==> config.mk <==
export PLATFORM = sky130hd
export DESIGN_NAME = ucc8_sequencer
export DESIGN_NICKNAME = d
export VERILOG_FILES = /design/src/rtl/ucc8_sequencer.sv
export SDC_FILE = /design/constraint.sdc
export NUM_CORES = 1
export LEC_CHECK = 0
export CAP_MARGIN = 20
export CORE_AREA = 2 2 72 74
export CTS_CLUSTER_DIAMETER = 200
export DETAILED_ROUTE_END_ITERATION = 6
export DIE_AREA = 0 0 74 76
export PLACE_DENSITY = 0.84
export SETUP_SLACK_MARGIN = 0.1
export SYNTH_ARGS = -nofsm -noshare
export SYNTH_HDL_FRONTEND = slang
export SYNTH_SLANG_ARGS = --single-unit
==> constraint.sdc <==
create_clock -name clk -period 1.6 [get_ports clk]
set_clock_uncertainty 0.1 [all_clocks]
set_input_delay 0.32 -clock clk [delete_from_list [all_inputs] [get_ports clk]]
set_output_delay 0.32 -clock clk [all_outputs]
set_load 0.01 [all_outputs]
==> src/rtl/ucc8_sequencer.sv <==
// ucc8_sequencer: command initiator for the UCC8 counter/register.
// Loads a start value into the counter, checks the load, counts N steps
// up or down and reports the final value together with wrap/load status.
module ucc8_sequencer #(
  parameter int unsigned WIDTH = 8
) (
  input  logic             clk,
  input  logic             rst,
  input  logic             start,
  input  logic             dir,
  input  logic [WIDTH-1:0] start_val,
  input  logic [WIDTH-1:0] ticks,
  input  logic [WIDTH-1:0] ucc_q,
  input  logic             ucc_co,
  output logic [WIDTH-1:0] ucc_pin,
  output logic [1:0]       ucc_min,
  output logic             ucc_cin,
  output logic             busy,
  output logic             done,
  output logic [WIDTH-1:0] result,
  output logic             wrapped,
  output logic             load_err
);

  localparam logic [1:0] MODE_HOLD = 2'b00;
  localparam logic [1:0] MODE_DOWN = 2'b01;
  localparam logic [1:0] MODE_UP   = 2'b10;
  localparam logic [1:0] MODE_LOAD = 2'b11;

  typedef enum logic [2:0] {
    ST_IDLE  = 3'd0,
    ST_LOAD  = 3'd1,
    ST_CHECK = 3'd2,
    ST_COUNT = 3'd3,
    ST_DONE  = 3'd4
  } state_e;

  state_e           state_q, state_d;
  logic             dir_q, dir_d;
  logic [WIDTH-1:0] sval_q, sval_d;
  logic [WIDTH-1:0] ticks_q, ticks_d;
  logic [WIDTH-1:0] cnt_q, cnt_d;
  logic [WIDTH-1:0] result_q, result_d;
  logic             wrapped_q, wrapped_d;
  logic             load_err_q, load_err_d;
  logic [1:0]       min_q, min_d;
  logic             cin_q, cin_d;
  logic             busy_q, busy_d;
  logic             done_q, done_d;
  logic [WIDTH-1:0] pin_q, pin_d;

  // Next-state logic; counter-facing outputs are decoded from the next state
  // so that the registered copies line up with the state they belong to.
  always_comb begin
    state_d    = state_q;
    dir_d      = dir_q;
    sval_d     = sval_q;
    ticks_d    = ticks_q;
    cnt_d      = cnt_q;
    result_d   = result_q;
    wrapped_d  = wrapped_q;
    load_err_d = load_err_q;

    unique case (state_q)
      ST_IDLE: begin
        if (start) begin
          dir_d      = dir;
          sval_d     = start_val;
          ticks_d    = ticks;
          wrapped_d  = 1'b0;
          load_err_d = 1'b0;
          state_d    = ST_LOAD;
        end
      end
      ST_LOAD: begin
        state_d = ST_CHECK;
      end
      ST_CHECK: begin
        if (ucc_q != sval_q) begin
          load_err_d = 1'b1;
          state_d    = ST_DONE;
        end else if (ticks_q == '0) begin
          state_d = ST_DONE;
        end else begin
          cnt_d   = ticks_q;
          state_d = ST_COUNT;
        end
      end
      ST_COUNT: begin
        if (ucc_co) begin
          wrapped_d = 1'b1;
        end
        cnt_d = cnt_q - WIDTH'(1);
        if (cnt_q == WIDTH'(1)) begin
          state_d = ST_DONE;
        end
      end
      ST_DONE: begin
        result_d = ucc_q;
        state_d  = ST_IDLE;
      end
      default: begin
        state_d = ST_IDLE;
      end
    endcase

    min_d  = MODE_HOLD;
    cin_d  = 1'b0;
    pin_d  = sval_d;
    busy_d = (state_d != ST_IDLE);
    done_d = (state_d == ST_DONE);
    if (state_d == ST_LOAD) begin
      min_d = MODE_LOAD;
    end else if (state_d == ST_COUNT) begin
      min_d = dir_d ? MODE_UP : MODE_DOWN;
      cin_d = 1'b1;
    end
  end

  // State, captured job parameters and registered outputs.
  always_ff @(posedge clk or posedge rst) begin
    if (rst) begin
      state_q    <= ST_IDLE;
      dir_q      <= 1'b0;
      sval_q     <= '0;
      ticks_q    <= '0;
      cnt_q      <= '0;
      result_q   <= '0;
      wrapped_q  <= 1'b0;
      load_err_q <= 1'b0;
      min_q      <= MODE_HOLD;
      cin_q      <= 1'b0;
      busy_q     <= 1'b0;
      done_q     <= 1'b0;
      pin_q      <= '0;
    end else begin
      state_q    <= state_d;
      dir_q      <= dir_d;
      sval_q     <= sval_d;
      ticks_q    <= ticks_d;
      cnt_q      <= cnt_d;
      result_q   <= result_d;
      wrapped_q  <= wrapped_d;
      load_err_q <= load_err_d;
      min_q      <= min_d;
      cin_q      <= cin_d;
      busy_q     <= busy_d;
      done_q     <= done_d;
      pin_q      <= pin_d;
    end
  end

  assign ucc_pin  = pin_q;
  assign ucc_min  = min_q;
  assign ucc_cin  = cin_q;
  assign busy     = busy_q;
  assign done     = done_q;
  assign result   = result_q;
  assign wrapped  = wrapped_q;
  assign load_err = load_err_q;

endmodule

==> run_results.csv <==
group,metric,value,unit
drt,drtAntennaViolNets,0,
timing,slew_violations,0,
global_route,grt_max_degree,44,
cells_and_area,insertedDiodeCount,0,
logic_synthesis,synth_compound_area_frac,0.1221,
setup_path,cp-startpoint,"ucc_pin[3]$_DFFE_PP0P_",
cts,hold_buffers,0,
logic_synthesis,yosys.area_share.adder,0.01203,
floorplanning,coreArea,4912,µm²
worst_hold_path,hold_path_class,"in2async",
floorplanning,die_x,74,µm
setup_path,crit_end,"cnt_q[1]$_DFFE_PP0P_",
setup_path,crit_type,"reg2reg",
place,dp_slack,-789.2,ps
cts,tritoncts,"done",
logic_synthesis,mappedNetlistNets,237,
drt,drc,0,
drt,first_pass_iters,5,
place,io_buffers,51,
logic_synthesis,synth_flop_cell,"dfrtp_1",
setup_path,max_stage_delay,420,ps
cts,cts_buffer_depth,2,
run,max_cap_viol_count,0,
place,place_congestion,0.8391,
cells_and_area,stdcell_area,3492,µm²
logic_synthesis,ys_types,49,
cts,htree_levels,2,
cts,clock_latency,300,ps
logic_synthesis,synth_top_family_by_area,"simple AND/OR/NAND/NOR gates",
cells_and_area,final_cell_mix,"43 x dfrtp_1, 40 x buf_4, 29 x nand2_1",
drt,drt_iter0_drc,187,
timing,fin_crit,2048,ps
pwr,vdd_drop_max,1379,µV
floorplanning,dieHeight,76,µm
logic_synthesis,synth_xor_area_frac,0.03367,
setup_path,reg2reg_slack,-450,ps
timing,clock.fmax,0.4883,GHz
floorplanning,num_rows,26,
cells_and_area,area_delta_synth_final,67.83,%
cells_and_area,seqCellArea,1076,µm²
global_route,antenna_found_initial,0,
setup_path,start_kind,"flip-flop",
cts,clockRootBuffer,"clkbuf_8",
setup_path,arrival,2150,ps
setup_path,path_depth,6,
cells_and_area,final_common_cell,"dfrtp_1",
cells_and_area,n_fill_cell,313,
logic_synthesis,synth.avg_cell_area,10.10,µm²
cts,cts_buffers,5,
logic_synthesis,synth_edf_count,0,
floorplanning,dieArea,5624,µm²
setup_path,crit_buf_inv,1,
place,hpwl,3733,µm
cells_and_area,post_route_cells_drive_above_1_share,0.4290,
setup_path,end_kind,"flip-flop",
setup_path,cp_max_fo,3,
logic_synthesis,syn_area,2081,µm²
timing,tightest_slew,426.4,ps
logic_synthesis,synth-simple-area-share,0.2273,
logic_synthesis,synthMuxAreaShare,0.05532,
setup_path,rr_worst_depth,6,
timing,layout_worst_path_cycle_share,1.280,
logic_synthesis,synth_seq_cells,43,
status,outcome,"finished, violations left",
timing,layout_setup_ws,-448.1,ps
pwr,p_per_area,1981,nW/µm²
status,violations,"setup timing",
cells_and_area,multi_input_area,1199,µm²
global_route,grt_use_total,0.2432,
setup_path,r2r-end,"cnt_q[1]$_DFFE_PP0P_",
timing,grt_setup_unrepaired,"true",
cts,path_clk_slew,80,ps
global_route,grt_pass1_wl,10470,µm
cts,cts.sinks,43,
floorplanning,start_util,0.4236,
logic_synthesis,yosysWarnings,0,
global_route,grt_pass1_vias,2186,
timing,slew_headroom,0.7147,
drt,avgViaCountPerCell,5.403,
cells_and_area,utilization,0.7109,
drt,vias,2053,
pwr,leakage,1.655,nW
timing,finalSetupViolCount,36,
setup_path,timing.rr.start,"ucc_pin[3]$_DFFE_PP0P_",
setup_path,cp.required,1700,ps
setup_path,crit_family,"simple AND/OR/NAND/NOR gates",
logic_synthesis,ys_seq_area_frac,0.5171,
floorplanning,io_pins,52,
timing,hold_viol,0,
drt,wire_per_inst,17.57,µm
place,dpl_cell_area,3049,µm²
global_route,grt_overflow,0,
drt,postRouteWirelength,6676,µm
cells_and_area,nNetsFinal,341,
setup_path,path_cells,"xor2_2, nor4_4, nand4_1, buf_4, a2bb2oi_2, o221a_2",
setup_path,slowest_stage,"dfrtp_1",
logic_synthesis,async_flop_share,1.000,
logic_synthesis,synthCells,206,
## registers in the layout, summed over array words and instances (netlist names)
signal    flops
ucc_min       2
busy          1
dir_q         1
result        8
ucc_pin       8
wrapped       1
done          1
cnt_q         8
ucc_cin       1
ticks_q       8
load_err      1
state_q       3
## layer usage
| layer | vias to the layer above | GRT usage | part of all wire |
|---|---|---|---|
| met4 | 0 | 0.09636 | 0.023 |
| met5 | - | 0 | 0 |
| met2 | 102 | 0.4214 | 0.54 |
| li1 | 927 | - | - |
| met1 | 1009 | 0.2843 | 0.36 |
| met3 | 15 | 0.05556 | 0.069 |
## kinds of logic after synthesis
kind of cell               after synthesis
buffers and inverters                   15
DFF                                     43
adders and majority gates                2
muxes                                   10
xor gates and xnor gates                 8
AOI/OAI and AO/OA                       35
and+or+nand+nor                         93
## how the worst min path moves through the flow
stage               slack (ps)                     end                 start  cells past startpoint
floorplan                  330         dir_q$_DFF_PP0_                   dir                      2
global placement           370    load_err$_DFFE_PP0P_  load_err$_DFFE_PP0P_                      2
detailed placement         380    load_err$_DFFE_PP0P_  load_err$_DFFE_PP0P_                      2
CTS                        280  ucc_pin[1]$_DFFE_PP0P_                   rst                      3
global route               330  ticks_q[0]$_DFFE_PP0P_                   rst                      3
finish                     270    cnt_q[1]$_DFFE_PP0P_                   rst                      3
## timing repair
item / CTS / global route
setup endpoints to repair: 64 / 47
cloned: 1 / 0
gates resized for setup: 86 / 41
buffers inserted: 9 / 6
pin swaps: 32 / 4
## where the power goes
group	total [W]	switching [W]	internal [W]
Clock	0.000845	0.000388	0.000456
Sequential	0.00201	0.000411	0.00160
Combinational	0.00407	0.00198	0.00209
## cell usage after synthesis, types with 2 or more instances
master | count | area [µm²]
xor2_1 | 8 | 70.07
a21o_1 | 2 | 15.01
nor2b_1 | 2 | 12.51
dfrtp_1 | 43 | 1076
o21ai_1 | 2 | 10.01
nand4_1 | 2 | 12.51
o31ai_1 | 4 | 30.03
mux2_2 | 8 | 90.09
inv_1 | 5 | 18.77
or4b_1 | 2 | 20.02
nor3_1 | 2 | 10.01
clkbuf_1 | 6 | 22.52
nand3_1 | 5 | 25.02
and2_1 | 2 | 12.51
a21oi_1 | 5 | 25.02
a31oi_1 | 3 | 18.77
o311ai_0 | 2 | 17.52
or3_1 | 2 | 12.51
o21ai_0 | 5 | 25.02
nand2_1 | 56 | 210.2
ha_1 | 2 | 25.02
nor4_1 | 3 | 18.77
nor2_1 | 7 | 26.28
buf_2 | 3 | 15.01
## metrics by stage
step                TNS, ps  hold slack (ps)  cells  power (W)
floorplan             -1730            325.4    206   0.003535
global placement     -12980            372.8    363   0.005151
detailed placement   -14940            379.6    363   0.005270
CTS                   -4669            279.7    380   0.006409
global route          -7776            328.2    380   0.007294
finish                -5575            273.5    380   0.006918
## tightest hold or removal path, delay by kind of cell
kind                   cells  cell delay [ps]
buffers and inverters      3              730
## layout make-up
class                   instances  share of cell area
clock inverters                 2             0.01075
repair buffers                107              0.2877
clock buffers                   5             0.01971
multi-input cells             148              0.3432
inverters                       5            0.005374
flip-flops and latches         43              0.3081
well taps                      70             0.02508
Note: power is estimated with default switching activity, not from simulation.
